### src/rtl/opti_pkg.sv
// opti_pkg: sample/coefficient types, accumulator width, rounding constants and 16-bit reduction.
// Define OPTI_SAT_EN for saturating reduction; otherwise results wrap.
package opti_pkg;
    typedef logic signed [15:0] sample_t;
    typedef logic signed [15:0] coef_t;
    localparam int ACC_W = 36;
    typedef logic signed [ACC_W-1:0] acc_t;
    localparam int COEF_FRAC = 14;
    localparam int ROUND_CONST = 2**13;
    function automatic acc_t mul(input coef_t c, input sample_t s);
        return acc_t'(c) * acc_t'(s);
    endfunction
    function automatic sample_t reduce16(input acc_t s);
`ifdef OPTI_SAT_EN
        return (s > 36'sd32767) ? 16'sh7fff : (s < -36'sd32768) ? 16'sh8000 : sample_t'(s);
`else
        return sample_t'(s);
`endif
    endfunction
endpackage

### src/rtl/opti_biquad.sv
// opti_biquad: direct-form-I biquad section, combinational MAC into a registered output.
// Reduction mode follows OPTI_SAT_EN through opti_pkg::reduce16.
module opti_biquad import opti_pkg::*; #(
    parameter coef_t B0 = 16'sd16384,
    parameter coef_t B1 = '0,
    parameter coef_t B2 = '0,
    parameter coef_t A1 = '0,
    parameter coef_t A2 = '0
) (
    input  logic               clk,
    input  logic               rst,
    input  logic signed [15:0] x,
    input  logic               x_valid,
    output logic signed [15:0] y,
    output logic               y_valid
);
    logic signed [15:0] x1, x2, y2, y_next;
    acc_t acc;
    // The output register doubles as y[n-1], keeping the feedback loop one register deep.
    always_comb begin
        acc = mul(B0, x) + mul(B1, x1) + mul(B2, x2) - mul(A1, y) - mul(A2, y2) + acc_t'(ROUND_CONST);
        y_next = reduce16(acc >>> COEF_FRAC);
    end
    always_ff @(posedge clk or posedge rst) begin
        if (rst) begin
            x1 <= '0;
            x2 <= '0;
            y2 <= '0;
            y <= '0;
            y_valid <= 1'b0;
        end else begin
            y_valid <= x_valid;
            if (x_valid) begin
                x1 <= x;
                x2 <= x1;
                y2 <= y;
                y <= y_next;
            end
        end
    end
endmodule

### src/rtl/opti_iir_top.sv
// opti_iir_top: 4th-order IIR as an input register plus two cascaded biquads, latency 3.
// OPTI_SAT_EN selects saturating section outputs; default wraps.
module opti_iir_top import opti_pkg::*; #(
    parameter coef_t S1_B0 = 16'sd16384,
    parameter coef_t S1_B1 = '0,
    parameter coef_t S1_B2 = '0,
    parameter coef_t S1_A1 = '0,
    parameter coef_t S1_A2 = '0,
    parameter coef_t S2_B0 = 16'sd16384,
    parameter coef_t S2_B1 = '0,
    parameter coef_t S2_B2 = '0,
    parameter coef_t S2_A1 = '0,
    parameter coef_t S2_A2 = '0
) (
    input  logic               clk,
    input  logic               rst,
    input  logic signed [15:0] data_in,
    input  logic               valid_in,
    output logic signed [15:0] data_out,
    output logic               valid_out
);
    logic signed [15:0] in_r, s1_y;
    logic in_v, s1_v;
    always_ff @(posedge clk or posedge rst) begin
        if (rst) begin
            in_r <= '0;
            in_v <= 1'b0;
        end else begin
            in_v <= valid_in;
            if (valid_in) in_r <= data_in;
        end
    end
    opti_biquad #(.B0(S1_B0), .B1(S1_B1), .B2(S1_B2), .A1(S1_A1), .A2(S1_A2)) u_s1 (
        .clk(clk), .rst(rst), .x(in_r), .x_valid(in_v), .y(s1_y), .y_valid(s1_v)
    );
    opti_biquad #(.B0(S2_B0), .B1(S2_B1), .B2(S2_B2), .A1(S2_A1), .A2(S2_A2)) u_s2 (
        .clk(clk), .rst(rst), .x(s1_y), .x_valid(s1_v), .y(data_out), .y_valid(valid_out)
    );
endmodule

### config.mk
export PLATFORM = sky130hd
export DESIGN_NAME = opti_iir_top
export DESIGN_NICKNAME = d
export VERILOG_FILES = /design/src/rtl/opti_pkg.sv /design/src/rtl/opti_biquad.sv /design/src/rtl/opti_iir_top.sv
export SDC_FILE = /design/constraint.sdc
export NUM_CORES = 1
export LEC_CHECK = 0
export CAP_MARGIN = 20
export CELL_PAD_IN_SITES_DETAIL_PLACEMENT = 0
export CELL_PAD_IN_SITES_GLOBAL_PLACEMENT = 1
export CORE_UTILIZATION = 40
export DETAILED_ROUTE_END_ITERATION = 6
export PLACE_DENSITY_LB_ADDON = 0.1
export SKIP_CTS_REPAIR_TIMING = 1
export SLEW_MARGIN = 25
export SYNTH_ARGS = -nofsm -noshare
export SYNTH_HDL_FRONTEND = slang
export SYNTH_SLANG_ARGS = --single-unit
### constraint.sdc
create_clock -name clk -period 2.15 [get_ports clk]
set_clock_uncertainty 0.15 [all_clocks]
set_input_delay 0.43 -clock clk [delete_from_list [all_inputs] [get_ports clk]]
set_output_delay 0.43 -clock clk [all_outputs]
set_load 0.03 [all_outputs]
==> results.md <==
* Final ANT Viol Nets at 0
* Grt ovf at 0
* Via count at 985
* Reg power frac at a little under half
* Initial DRC Count at 48
* Relative slew slack at 69.0%
* Via density at 4.58
* Setup TNS at 0 ns
* Status: complete, no violations
* Distinct cell type count after synthesis at 6
* Switching share of total power at 24.6%
* Sink Count at 51
* Cells after Synth at roughly 110
* Number of global-route vias before repair at 1084
* Clock period minus worst slack at 1.93 ns
* GPL Wtd Cong at 0.644
* Crit. End Element: output pin
* Int Pwr at ~0.0019 W
* First-pass GRT wire length at 5400 µm
* Clock root cell: clkbuf_8
* Post-Syn Area at 2030 µm²
* Fillers at 399
* Worst setup margin at 0.222 ns
* Area grow syn2layout at 27.2%
* CP Cell Sequence: clkdlybuf4s50_1
* Antenna violations before repair at 0
* H-tree depth at 2
* Hold Path Class: in -> async
* Switch Pwr at slightly above 0.0006 W
* Ys Warns at 0
* Crit Path Category: reg -> out
* Buf/Inv on CP at 1
* Maximum root-to-sink buffer count at 2
* Largest net degree at the start of global routing at 34
* DR WL/cell at 15.0 µm
* Crit path max-delay family: buffers and inverters
* Mapped Avg Cell Area at 19.1 µm²
* CTS tree: done
* IO Pins at 36
* Port buffer count at 35
* Initial core utilization at a little over two fifths
* Worst IR Drop VDD at 0.000571 V
* Setup Slack @ Placement at ~0.4 ns
* Critical Path RT at 1.57 ns
* GRT Total Usage at 14.1%
* Worst setup SP type: register
* Share of cells above drive strength 1 at 41.9%
* Critical Path AT at around 1.4 ns
* Ant diodes at 0
* Worst slew pin tran at 0.465 ns
* MaxCap Viol Count at 0
* Dpl hpwl at 2200 µm
* Flop-to-flop setup slack at 0.69 ns
* Syn Nets at 125
* Power Density at around 960 nW/µm²
* Initial DRT Pass Iterations at 3
* Clock power frac at 31.2%
* Fin nets at roughly 170
* Most frequent cells in the layout: 51 x dfrtp_1, 35 x clkdlybuf4s50_1, 30 x mux2_4
* Clock slew at reported path FFs at 0.09 ns
* F_max at 0.519 GHz
* Sequential fraction of the synthesis area at 63.0%
* Inserted Clock Buffers at 5
* Synthesized flop and latch total at 51
* Cell Rows at 25
* Die Ht at approximately 73 µm
* Hold Vio Cnt, Final at 0
* Core area at around 4800 µm²
* Final Max Slew Viols at 0
* Clock Latency Late Sink at 0.30 ns
* DRC at 0
* Die Wd at about 73 µm
* Max stage delay on crit path at 0.68 ns
* Total Power at 0.00247 W
* Final WL at 3230 µm
* LEAKAGE at roughly 1.2 nW
* Most common cell after layout, fill and taps aside: dfrtp_1
* Worst path slowest cell: clkdlybuf4s50_1
* RSZ-0062 raised after global routing: no
* CP max FO at 2
* # setup viols final at 0
* Period utilization at between 80 and 90%
* Die area at 5360 µm²
* Combinational cell fraction of total power at 21.3%
[logic make-up after synthesis]
family                 Yosys count  share of synthesized area (%)
multiplexers                    48                           32.2
buffers and inverters            7                           4.81
flip-flops                      51                           63.0
[synthesized netlist by cell type]
library cell,count,area (µm²)
buf_12,3,60.1
buf_6,3,33.8
dfrtp_1,51,1280
inv_1,1,3.75
mux2_2,18,203
mux2_4,30,450
[metrics by stage]
step | hold WS, ns | instance area, µm² | cells | utilization [%]
final | 0.283 | 2580 | 215 | 53.9
after global routing | 0.297 | 2580 | 215 | 53.9
after CTS | 0.282 | 2580 | 215 | 53.9
after detailed placement | 0.344 | 2440 | 207 | 51.0
after global placement | 0.334 | 2440 | 207 | 51.0
after floorplan | 0.224 | 2030 | 106 | -
[flip-flops by register name (all words and copies together), names as in the netlist]
register and count:
in_v 1, u_s1.y 16, u_s1.y_valid 1, u_s2.y_valid 1, in_r 16, u_s2.y 16
[power groups by stage]
stage / sequential [W] / clock, W / combinational (W)
floorplan: 0.00129 / 0 / 0.000230
global placement: 0.00119 / 0 / 0.000525
detailed placement: 0.00120 / 0 / 0.000532
CTS: 0.00118 / 0.000791 / 0.000534
global route: 0.00119 / 0.000828 / 0.000559
finish: 0.00117 / 0.000769 / 0.000527
[area by class of cell]
class	count	area, µm²	share of cell area [%]
Tap cell	67	83.8	3.25
Multi-Input combinational cell	48	653	25.3
Timing Repair Buffer	40	425	16.5
Inverter	1	3.75	0.146
Sequential cell	51	1280	49.5
Clock buffer	5	68.8	2.67
Clock inverter	3	67.6	2.62
[path summary, 6_finish.rpt]
path | from | end | cells after the start
setup / recovery | u_s2.y[4] | data_out[4] | 1
min in group clk | in_r[0] | u_s1.y[0] | 1
max in group asynchronous | rst | in_r[0] | 3
hold reg to reg | in_r[0] | u_s1.y[0] | 1
setup reg to reg | in_v | u_s1.y[13] | 2
hold / removal | rst | u_s2.y[6] | 2
[layer usage]
layer	global-route usage, %	share of wire (%)	up-vias
li1	-	-	448
met2	23.4	49	23
met3	5.25	4.7	4
met5	0	0	-
met4	4.58	1.1	0
met1	16.9	45	510
Note: power is estimated with default switching activity, not from simulation.
==> edit 1: new RTL, same settings <==
Change the package constant `ACC_W` from 36 to 18.
--- a/src/rtl/opti_pkg.sv
+++ b/src/rtl/opti_pkg.sv
@@ -4,5 +4,5 @@
     typedef logic signed [15:0] sample_t;
     typedef logic signed [15:0] coef_t;
-    localparam int ACC_W = 36;
+    localparam int ACC_W = 18;
     typedef logic signed [ACC_W-1:0] acc_t;
     localparam int COEF_FRAC = 14;
Formal check against the unedited RTL: not equivalent (a bounded check fails within 4 cycles, from zero or initial values and one cycle with rst high).
==> edit 1 against the original RTL <==
Sequential power shrank 70%; sequential share of layout area shrank 3.8 points; sequential cell count shrank 36; total power shrank 68%; wire length shrank 72%; final area shrank 68%; worst setup slack gained 42 ps; synthesized area shrank 70%; die area shrank 69%; non-clock buffer count shrank 17; critical endpoint is now data_out[2]; highest routed layer is now met3.
==> edit 1: results (changes against the original RTL) <==
CP delay by family, top buffers and inverters (unchanged); Root Buffer Master clkbuf_4 (was clkbuf_8); M1 GR Usage 14.89% (was 16.94%); syn nets 59 (was 125); largest net degree at the start of global routing 16 (was 34); hold crit path type in2async (unchanged); Total Routing Usage GR 12.70% (was 14.09%); share of cells above drive strength 1 27.27% (was 41.89%); Post-synth top cells dfrtp_1 (15), buf_4 (12), mux2_2 (12) (was dfrtp_1 (51), mux2_4 (30), mux2_2 (18)); Diodes inserted 0 (unchanged); vias in the first global route 294 (was 1,084); First DRT Iteration DRCs 1 (was 48); Via density 4.743 (was 4.581); first-pass GRT wire length 1317 um (was 5395 um); antenna violations before repair 0 (unchanged); Placer Congestion 0.6879 (was 0.6435); ys async rst share 100.0% (unchanged); post-synthesis sequential area ratio 62.11% (was 62.96%); Distinct cells, synth 4 (was 6); Synth warnings 0 (unchanged); clk buf depth 2 (unchanged); maximum VDD drop 0.4259 mV (was 0.5705 mV); Place WS 261.4 ps (was 397.1 ps); Most used DFF post-synth dfrtp_1 (unchanged); Clock Pin Slew Worst Setup and Hold Paths around 80 ps; Slew HR 65.59% (was 68.99%); beginning of the worst register-to-register path in_v (unchanged); Initial DRT Pass Iterations 2 (was 3); CP peak stage delay between 600 and 700 ps; GR met3 Demand/Resource 4.891% (was 5.249%); slowest CP cell clkdlybuf4s50_1 (unchanged); final net count 75 (was 166); placed cell area 763.2 um^2 (was 2442 um^2); clk_lat worst skew 270 ps (was 300 ps); Total Wirelength 898 um (was 3233 um); top flop regs in_r: 4 flops, u_s1.y: 4 flops, u_s2.y: 4 flops (was in_r: 16 flops, u_s1.y: 16 flops, u_s2.y: 16 flops); P_leak 0.0004574 uW (was 0.001158 uW); hpwl dp 703.8 um (was 2199 um); CP Max Fanout 2 (unchanged); origin of the worst setup path u_s2.y[2] (was u_s2.y[4]); grt met2 use 20.70% (was 23.35%); Synth top area share 62.11% (was 62.96%); CTS buffer count 3 (was 5); Fillers 107 (was 399); status complete, no violations (unchanged); H-tree depth 1 (was 2); I/O Buffers 23 (was 35); Synth area leaders dfrtp_1 (62%), mux2_2 (22%), buf_4 (15%) (was dfrtp_1 (63%), mux2_4 (22%), mux2_2 (10%))
edit 1: cell count changes after synthesis:
cell	delta
buf_12	-3
buf_4	+12
buf_6	-3
dfrtp_1	-36
mux2_2	-6
mux2_4	-30
edit 1: metal layers:
metal / up-vias / share of wire, % / wire [um]
li1: 150 / - / -
met1: 159 / 36 / 320
met2: 23 / 51 / 462
met3: 0 / 13 / 115
met4: 0 / 0 / 0
met5: - / 0 / 0
edit 1: logic make-up after synthesis:
logic type / share of synthesized area [%]
flops: 62.11
mux: 22.36
buf+inv: 15.53
edit 1: cell type report:
| class | count | area (um^2) | area share, % |
|---|---|---|---|
| Multi-Input combinational cell | 12 | 135.1 | 16.44 |
| Clock buffer | 4 | 26.28 | 3.196 |
| Tap cell | 15 | 18.77 | 2.283 |
| Timing Repair Buffer | 23 | 262.8 | 31.96 |
| Inverter | 1 | 3.754 | 0.4566 |
| Sequential cell | 15 | 375.4 | 45.66 |
edit 1: final timing paths:
path / to / slack [ps] / cells after the start
max in group asynchronous: in_r[2] / 1170 / 2
max: data_out[2] / 260 / 1
max reg2reg: u_s1.y[2] / 1090 / 1
min in group clk: u_s1.y_valid / 350 / 0
min reg2reg: u_s1.y_valid / 350 / 0
min: u_s2.y[0] / 340 / 2
edit 1: power breakdown:
| part | switching (uW) | internal, uW |
|---|---|---|
| combinational | 163 | 128 |
| clock | 79.7 | 71.8 |
| sequential | 27.9 | 318 |
edit 1: metrics by stage:
| step | total power [uW] | instances |
|---|---|---|
| 3_3_place_gp | 646.9 | 66 |
| 5_1_grt | 839.0 | 70 |
| 2_1_floorplan | 576.2 | 40 |
| 6_report | 789.2 | 70 |
| 4_1_cts | 805.6 | 70 |
| 3_5_place_dp | 656.1 | 66 |
==> edit 2: new RTL, same settings <==
Without the edit above. Reset style: synchronous (`rst`), changed in 2 clocked blocks.
--- a/src/rtl/opti_biquad.sv
+++ b/src/rtl/opti_biquad.sv
@@ -22,5 +22,5 @@
         y_next = reduce16(acc >>> COEF_FRAC);
     end
-    always_ff @(posedge clk or posedge rst) begin
+    always_ff @(posedge clk) begin
         if (rst) begin
             x1 <= '0;
--- a/src/rtl/opti_iir_top.sv
+++ b/src/rtl/opti_iir_top.sv
@@ -22,5 +22,5 @@
     logic signed [15:0] in_r, s1_y;
     logic in_v, s1_v;
-    always_ff @(posedge clk or posedge rst) begin
+    always_ff @(posedge clk) begin
         if (rst) begin
             in_r <= '0;
Formal check against the unedited RTL: differs if rst is asserted again (counterexample within 4 cycles, from zero or initial values and one cycle with rst high); with rst held inactive, the same outputs for 10 cycles.
==> edit 2 against the original RTL <==
Sequential cell count stayed put; non-clock buffer count stayed put; worst setup slack better by 26 ps; register-to-register slack better by 290 ps; core utilization is 2.6 points lower; wire length is 2.9% lower; count of clock-buffer cells in the layout is 1 higher; final area is 13% lower; synthesized area is 10% lower; first-iteration DRC count is 42% higher; critical path type unchanged; largest cell class unchanged; highest routed layer unchanged.
Power is not compared: it rests on default switching activity, and its combinational part moved more than twofold at a synthesized area within 25%.
==> edit 2: results (changes against the original RTL) <==
CP Max Fanout 2 (unchanged); maximum VDD drop between 0.3 and 0.4 mV; CP delay by family, top buffers and inverters (unchanged); hold path cells 2; hold crit path type reg2reg (was in2async); clock network fraction of total power a little under a third; final net count 216 (was 166); clk buf depth 2 (unchanged); Non-Filler Instances 248 (was 215); top flop regs in_r: 16 flops, u_s1.y: 16 flops, u_s2.y: 16 flops (unchanged); Synth area leaders dfxtp_1 (56%), mux2i_1 (26%), nor2_1 (9.9%) (was dfrtp_1 (63%), mux2_4 (22%), mux2_2 (10%)); Distinct cells, synth 8 (was 6); Post-synth top cells dfxtp_1 (51), mux2i_1 (48), nor2_1 (48) (was dfrtp_1 (51), mux2_4 (30), mux2_2 (18)); I/O Buffers 35 (unchanged); Total Routing Usage GR 14.41% (was 14.09%); CTS buffer count 5 (unchanged); Worst EP arrival 1320 ps (was 1350 ps); max layer used met4 (unchanged); total net switching power roughly 350 uW; Initial DRT Pass Iterations 4 (was 3); first-pass GRT wire length 5451 um (was 5395 um); Metal-1 WL 1507 um (was 1469 um); largest net degree at the start of global routing 31 (was 34); P_seq about 990 uW; ys async rst share 0% (was 100.0%); hpwl dp 2091 um (was 2199 um); M1 GR Usage 18.02% (was 16.94%); syn nets 181 (was 125); Root Buffer Master clkbuf_8 (unchanged); CP peak stage delay 680 ps (about the same); post-synthesis sequential area ratio 56.01% (was 62.96%); H-tree depth 2 (unchanged); placed cell area 2161 um^2 (was 2442 um^2); total power 1610 uW; antenna violations before repair 0 (unchanged); Mapped Avg Cell Area 11.25 um^2 (was 19.12 um^2); R2R depth 3 (was 2); Placer Congestion 0.6931 (was 0.6435); Clock Pin Slew Worst Setup and Hold Paths roughly 80 ps; GR met3 Demand/Resource 3.634% (was 5.249%); Synth warnings 0 (unchanged); Place WS 369.3 ps (was 397.1 ps); clk_lat worst skew 290 ps; Total Wirelength 3139 um (was 3233 um); P_leak 0.0008853 uW; Fillers 381 (was 399); slowest CP cell clkdlybuf4s50_1 (unchanged); Slew HR 71.62% (was 68.99%); share of cells above drive strength 1 5.612% (was 41.89%); Met3 Routed Length 115 um (was 153 um); Via density 4.794 (was 4.581); First DRT Iteration DRCs 68 (was 48); grt met2 use 22.87% (was 23.35%); WL met2 1448 um (was 1573 um); Inst Count DP 242 (was 207); Diodes inserted 0 (unchanged); status complete, no violations (unchanged)
## edit 2: cell types whose count changed in the layout (fill, tap and decap cells not counted), sizes merged, moves of 3 or more
cell / delta
dfrtp: -51
dfxtp: +51
mux2: -48
mux2i: +48
nor2: +48
nor2b: +3
## edit 2: cell families (layout without fill, tap and decap cells)
family / after synthesis / count (layout) / synth area share, %
buffers and inverters: 12 / 46 / 6.726
DFF: 51 / 51 / 56.01
and+or+nand+nor: 51 / 51 / 10.91
muxes: 48 / 48 / 26.36
## edit 2: path summary, 6_finish.rpt
check                                from           to  slack [ps]
worst min register to register  u_s2.y[2]    u_s2.y[2]         350
worst min-delay path            u_s2.y[2]    u_s2.y[2]         350
worst max-delay path            u_s2.y[6]  data_out[6]         250
worst max register to register       in_v   u_s1.y[10]         980
## edit 2: area by class of cell
cell class,instances,area [um^2],share of cell area (%)
Tap cell,52,65.06,2.913
Timing Repair Buffer,40,395.4,17.70
Clock buffer,6,72.57,3.249
Multi-Input combinational cell,99,679.4,30.42
Sequential cell,51,1021,45.71
